[config.mk]
export PLATFORM = sky130hd
export DESIGN_NAME = shift_register_universal
export DESIGN_NICKNAME = d
export VERILOG_FILES = /design/src/rtl/shift_register_universal.sv
export SDC_FILE = /design/constraint.sdc
export NUM_CORES = 1
export LEC_CHECK = 0
export BUFFER_PORTS_ARGS = -buffer_cell sky130_fd_sc_hd__buf_2
export CORE_MARGIN = 1
export CORE_UTILIZATION = 35
export CTS_CLUSTER_DIAMETER = 60
export DETAILED_ROUTE_END_ITERATION = 8
export GPL_ROUTABILITY_DRIVEN = 1
export SETUP_SLACK_MARGIN = 0.2
export SLEW_MARGIN = 20
export SYNTH_ARGS = -nofsm -noshare
export SYNTH_HDL_FRONTEND = slang
export SYNTH_SLANG_ARGS = --single-unit
[constraint.sdc]
create_clock -name clk -period 3.7 [get_ports clk]
set_input_delay 0.185 -clock clk [delete_from_list [all_inputs] [get_ports clk]]
set_output_delay 0.185 -clock clk [all_outputs]
set_load 0.02 [all_outputs]
[src/rtl/shift_register_universal.sv]
// Universal shift register: WIDTH-bit register with mode-selected
// hold/load/clear/shift/rotate ops and a multi-cycle "shift by amt" op
// driven by a start/busy/done handshake.
// Ports:
//   clk, rst          clock, async active-high reset
//   en                enables single-cycle ops and start acceptance
//   mode[2:0]         op select: HOLD LOAD SHL SHR ROL ROR ASR CLEAR
//   in[WIDTH-1:0]     parallel load data
//   ser_l / ser_r     serial fill bits for SHL / SHR
//   start, amt        request a multi-cycle shift of amt steps
//   out               register contents
//   ser_out_l/_r      MSB / LSB of out (combinational)
//   busy, done        multi-cycle op in progress / one-cycle completion pulse
module shift_register_universal #(
  parameter int unsigned WIDTH = 8,
  parameter int unsigned AMT_W = 4
) (
  input  logic             clk,
  input  logic             rst,
  input  logic             en,
  input  logic [2:0]       mode,
  input  logic [WIDTH-1:0] in,
  input  logic             ser_l,
  input  logic             ser_r,
  input  logic             start,
  input  logic [AMT_W-1:0] amt,
  output logic [WIDTH-1:0] out,
  output logic             ser_out_l,
  output logic             ser_out_r,
  output logic             busy,
  output logic             done
);

  localparam logic [2:0] M_HOLD  = 3'b000;
  localparam logic [2:0] M_LOAD  = 3'b001;
  localparam logic [2:0] M_SHL   = 3'b010;
  localparam logic [2:0] M_SHR   = 3'b011;
  localparam logic [2:0] M_ROL   = 3'b100;
  localparam logic [2:0] M_ROR   = 3'b101;
  localparam logic [2:0] M_ASR   = 3'b110;
  localparam logic [2:0] M_CLEAR = 3'b111;

  typedef enum logic {
    S_IDLE = 1'b0,
    S_RUN  = 1'b1
  } state_e;

  state_e           state_q, state_d;
  logic [WIDTH-1:0] out_q, out_d;
  logic [AMT_W-1:0] cnt_q, cnt_d;
  logic [2:0]       mode_q, mode_d;
  logic             busy_q, busy_d;
  logic             done_q, done_d;

  // One step of the selected operation applied to the current value.
  function automatic logic [WIDTH-1:0] step_f(
    input logic [2:0]       m,
    input logic [WIDTH-1:0] cur,
    input logic [WIDTH-1:0] ld,
    input logic             sl,
    input logic             sr
  );
    logic [WIDTH-1:0] r;
    r = cur;
    case (m)
      M_HOLD:  r = cur;
      M_LOAD:  r = ld;
      M_SHL:   r = {cur[WIDTH-2:0], sl};
      M_SHR:   r = {sr, cur[WIDTH-1:1]};
      M_ROL:   r = {cur[WIDTH-2:0], cur[WIDTH-1]};
      M_ROR:   r = {cur[0], cur[WIDTH-1:1]};
      M_ASR:   r = {cur[WIDTH-1], cur[WIDTH-1:1]};
      M_CLEAR: r = '0;
      default: r = cur;
    endcase
    return r;
  endfunction

  // Only SHL..ASR can run as multi-cycle ops.
  function automatic logic is_shift_f(input logic [2:0] m);
    return (m >= M_SHL) && (m <= M_ASR);
  endfunction

  // State register
  always_ff @(posedge clk or posedge rst) begin
    if (rst) begin
      state_q <= S_IDLE;
      out_q   <= '0;
      cnt_q   <= '0;
      mode_q  <= M_HOLD;
      busy_q  <= 1'b0;
      done_q  <= 1'b0;
    end else begin
      state_q <= state_d;
      out_q   <= out_d;
      cnt_q   <= cnt_d;
      mode_q  <= mode_d;
      busy_q  <= busy_d;
      done_q  <= done_d;
    end
  end

  // Next-state and datapath
  always_comb begin
    state_d = state_q;
    out_d   = out_q;
    cnt_d   = cnt_q;
    mode_d  = mode_q;
    done_d  = 1'b0;

    case (state_q)
      S_IDLE: begin
        if (en) begin
          if (start && is_shift_f(mode)) begin
            if (amt == '0) begin
              // Zero-length shift: just acknowledge.
              done_d = 1'b1;
            end else begin
              // First step happens on the acceptance edge.
              out_d = step_f(mode, out_q, in, ser_l, ser_r);
              if (amt == AMT_W'(1)) begin
                done_d = 1'b1;
              end else begin
                state_d = S_RUN;
                mode_d  = mode;
                cnt_d   = amt - AMT_W'(1);
              end
            end
          end else begin
            out_d = step_f(mode, out_q, in, ser_l, ser_r);
          end
        end
      end
      S_RUN: begin
        // cnt_q holds the number of steps still to apply.
        out_d = step_f(mode_q, out_q, in, ser_l, ser_r);
        cnt_d = cnt_q - AMT_W'(1);
        if (cnt_q == AMT_W'(1)) begin
          state_d = S_IDLE;
          done_d  = 1'b1;
        end
      end
      default: state_d = S_IDLE;
    endcase

    busy_d = (state_d == S_RUN);
  end

  assign out       = out_q;
  assign busy      = busy_q;
  assign done      = done_q;
  assign ser_out_l = out_q[WIDTH-1];
  assign ser_out_r = out_q[0];

endmodule

Word-level counts from Yosys, hierarchy flattened
Cells that the tools add are included.

Register bits after elaboration: 17. Output and inout port bits: 12. Logic and storage cells: 68.

Add/subtract/negate cells: 2. Magnitude comparators: 2. Equal/unequal tests: 23. Mux-type cells: 23. Bitwise gates (word level): 3. Reductions and logical operators: 9.

Operators with widths (number): $pmux 8 s8 (1); $pmux 8 s7 (1); $eq 3x3->1 const B (8); $mux 8 (3); $mux 4 (4); $pmux 8 s2 (1); $eq 3x2->1 const B (4); $ne 2x2->1 const B (6); $mux 1 (10); $eq 4x1->1 const B (2); $pmux 4 s2 (1); $reduce_and 4->1 (2); $sub 4x1->4 const B (2); $eq 3x1->1 const B (2); $logic_not 3->1 (2); $reduce_and 5->1 (1); $logic_not 4->1 (1); $pmux 1 s2 (2); $ge 3x2->1 const B (1); $le 3x3->1 const B (1); $ne 3x3->1 const B (1); $not 1->1 (3); $reduce_and 3->1 (1); $logic_and 1x1->1 (2).

Longest topological paths before layout
Word-level depth: 6. Depth in mapped cells: 8.

Worst setup path after synthesis
No wires, ideal clock.

Path kind: flip-flop to flip-flop. Start point: register busy (netlist name). End point: register out_q[6], in the netlist out[6]. Setup time: 0.125 ns. Arrival time: 1.525 ns. Slack: 2.050 ns. Cell stages (with the launch flop): 6. Buffers on the path: 1. Clock period less this slack: 1.650 ns. Path through: dfrtp_1 > buf_2 > inv_1 > nor2_1 > a211oi_2 > mux2_4.

RTL lines: end signal, assigned (RTL line 95) `out_q <= out_d;`; end, declared (RTL line 49) `logic [WIDTH-1:0] out_q, out_d;`.

==> out/metrics.cfg <==
[route]
vias=1434
post_drt_wl_per_cell_um=15.70
drc=0
vias_per_cell=5.736
dr.pass1.iters=4
drt-initial-drc-count=111
ant_nets=0
wl_um=3926

[setup_path]
rr_startpoint=busy$_DFF_PP0_
crit_fanout=28
end_kind=register
cpMaxStageDelayCell=a211oi_2
path_buf_inv=1
r2r_end=out[0]$_DFFE_PP0P_
crit_family=compound AO/OA/AOI/OAI gates
crit_type=register to register
critPathMaxStageDelay_ns=0.99
cp.arrival_ns=2.78
rrSetupSlack_ns=1.08
worstPathRequired_ns=3.86
cp_cell_sequence=inv_1 > nor2_1 > a211oi_2 > o211ai_1 > o21a_1
worstRegToRegCells=5
start_kind=register

[timing]
hold_violations=0
tns_ns=0
final.min_clock_period_ns=2.619
rsz0062_at_grt=no
worst_pin_slew_ns=1.160
maxSlewViolCount=0
setup_viol_count_final=0
fmax_ghz=0.3818
period_share=0.7080
maxSlewHeadroom=0.2250
skew_ns=0.01004

[final_layout]
n_antenna_cell=0
syn_to_final_growth_pct=11.51
fillers=428
drive_gt1_frac=0.2929
utilization=0.4037
layout.nets=225
fin_area_sq_um=1758
final_cell_mix=buf_2 (32), dfrtp_1 (17), nor2_1 (13)
mostFrequentLayoutCell=buf_2

[logic_synthesis]
synthCells=175
synthDistinctLibCells=48
synth_top_area_cell=dfrtp_1
syn_area_sq_um=1577
synth_top_cell_area_share=0.2698
synth_nets=201
ys_seq_area_frac=0.2698
synth_edf_count=0
async_flop_share=1.000
ys_warn_count=0
synth-main-ff-cell=dfrtp_1
synth.area.top_cells=dfrtp_1 (27%), a221oi_1 (6.1%), mux2_1 (5.0%)
synth_area_per_cell_sq_um=9.009
ys_seq_elements=17

[cts]
clkLatencyLatePin_ns=0.26
clock-root-buffer=clkbuf_8
cts_hold_buffers=0
ctsResizeCount=0
cts.reportedPaths.clkPinSlew_ns=0.08
numCtsBuffers=3
clock_path_buffers=2
clock_sinks=17
cts_tree=built
cts_max_level=1
post_cts_buffers=0

[power]
p_per_area_nw_per_um2=856.5
p_leak_nw=0.7475
max-vdd-ir-drop_uv=319.6

[floorplanning]
core_area_sq_um=4354
io_pins=33
die_w_um=69.12
die_h_um=69.12
initial_core_util=0.3621
rows=24
die_area_sq_um=4777

[job]
drv_cap=0

[run_status]
status=finished, final reports clean

[global_routing]
grt_pass1_vias=1291
grt_pass1_wl_um=6451
grt_use_total=0.1671
antenna_found_initial=0
grt_max_degree=29
grt_overflow=0

[place]
io_buffers=32
routabilityCongestion=0.8157
place_area_sq_um=1712
dpl.hpwl_um=2774

[hold_path]
hp-class=primary input to asynchronous set/reset pin

==> state kept, by name, summed over array words and instances (netlist names) <==
| register | cells |
|---|---|
| done | 1 |
| busy | 1 |
| out | 8 |
| mode_q | 3 |
| cnt_q | 4 |
==> through the flow <==
| step | hold slack [ns] | total power, W | std cells | setup WS [ns] |
|---|---|---|---|---|
| 5_1_grt | 0.1020 | 0.001629 | 250 | 0.9625 |
| 3_3_place_gp | 0.3436 | 0.001354 | 246 | 1.198 |
| 3_5_place_dp | 0.3539 | 0.001358 | 246 | 1.129 |
| 2_1_floorplan | 0.1111 | 0.001176 | 175 | 2.050 |
| 6_report | 0.03394 | 0.001506 | 250 | 1.081 |
| 4_1_cts | 0.06560 | 0.001510 | 250 | 1.127 |
==> how the worst max path moves through the flow <==
stage,cells past startpoint,slack [ns],to,start
final,5,1.08,out[0]$_DFFE_PP0P_,busy$_DFF_PP0_
after global routing,5,0.96,out[0]$_DFFE_PP0P_,busy$_DFF_PP0_
after CTS,5,1.13,out[0]$_DFFE_PP0P_,busy$_DFF_PP0_
after detailed placement,5,1.13,out[0]$_DFFE_PP0P_,busy$_DFF_PP0_
after global placement,4,1.20,out[6]$_DFFE_PP0P_,busy$_DFF_PP0_
after floorplan,5,2.05,out[6]$_DFFE_PP0P_,busy$_DFF_PP0_
==> synthesized netlist by cell type, drive strengths merged, types with 2 or more instances <==
cell type and count:
o21a 2, a221oi 11, o22ai 3, dfrtp 17
nand2 9, a22oi 2, nor2b 2, o32a 5
nor3 4, nand3b 3, mux2 14, or2 2
a21oi 12, nand3 2, a211oi 5, inv 10
xnor2 2, xor2 3, ha 5, buf 12
o21ai 12, nor2 19, mux2i 4
==> cell families (layout without fill, tap and decap cells) <==
family | after synthesis | count (layout) | share of synthesized area
AOI/OAI and AO/OA | 59 | 59 | 0.2746
buffers and inverters | 23 | 46 | 0.08095
adders and majority gates | 5 | 5 | 0.03968
muxes | 18 | 18 | 0.1302
xor gates and xnor gates | 5 | 5 | 0.02778
and+or+nand+nor | 48 | 48 | 0.1770
DFF | 17 | 17 | 0.2698
==> metal layers <==
layer  wire, um  GRT usage  share of wire  up-vias
met5          0          0              0        -
met4         21    0.04535         0.0053        0
met3        202    0.03363          0.051        2
met2       1845     0.2643           0.47       42
met1       1857     0.2308           0.47      686
li1           -          -              -      704
==> cell type report <==
type                    instances  area (sq um)  share of cell area
clock inverters                 1         5.005            0.002847
multi-input cells             135          1023              0.5822
repair buffers                 32         160.2             0.09110
flip-flops and latches         17         425.4              0.2420
inverters                      10         37.54             0.02135
well taps                      52         65.06             0.03701
clock buffers                   3         41.29             0.02349
==> power by group <==
group	internal (W)	switching, W
clock network	0.0000750	0.0000724
logic	0.000426	0.000444
registers	0.000282	0.000206
Note: power is estimated with default switching activity, not from simulation.
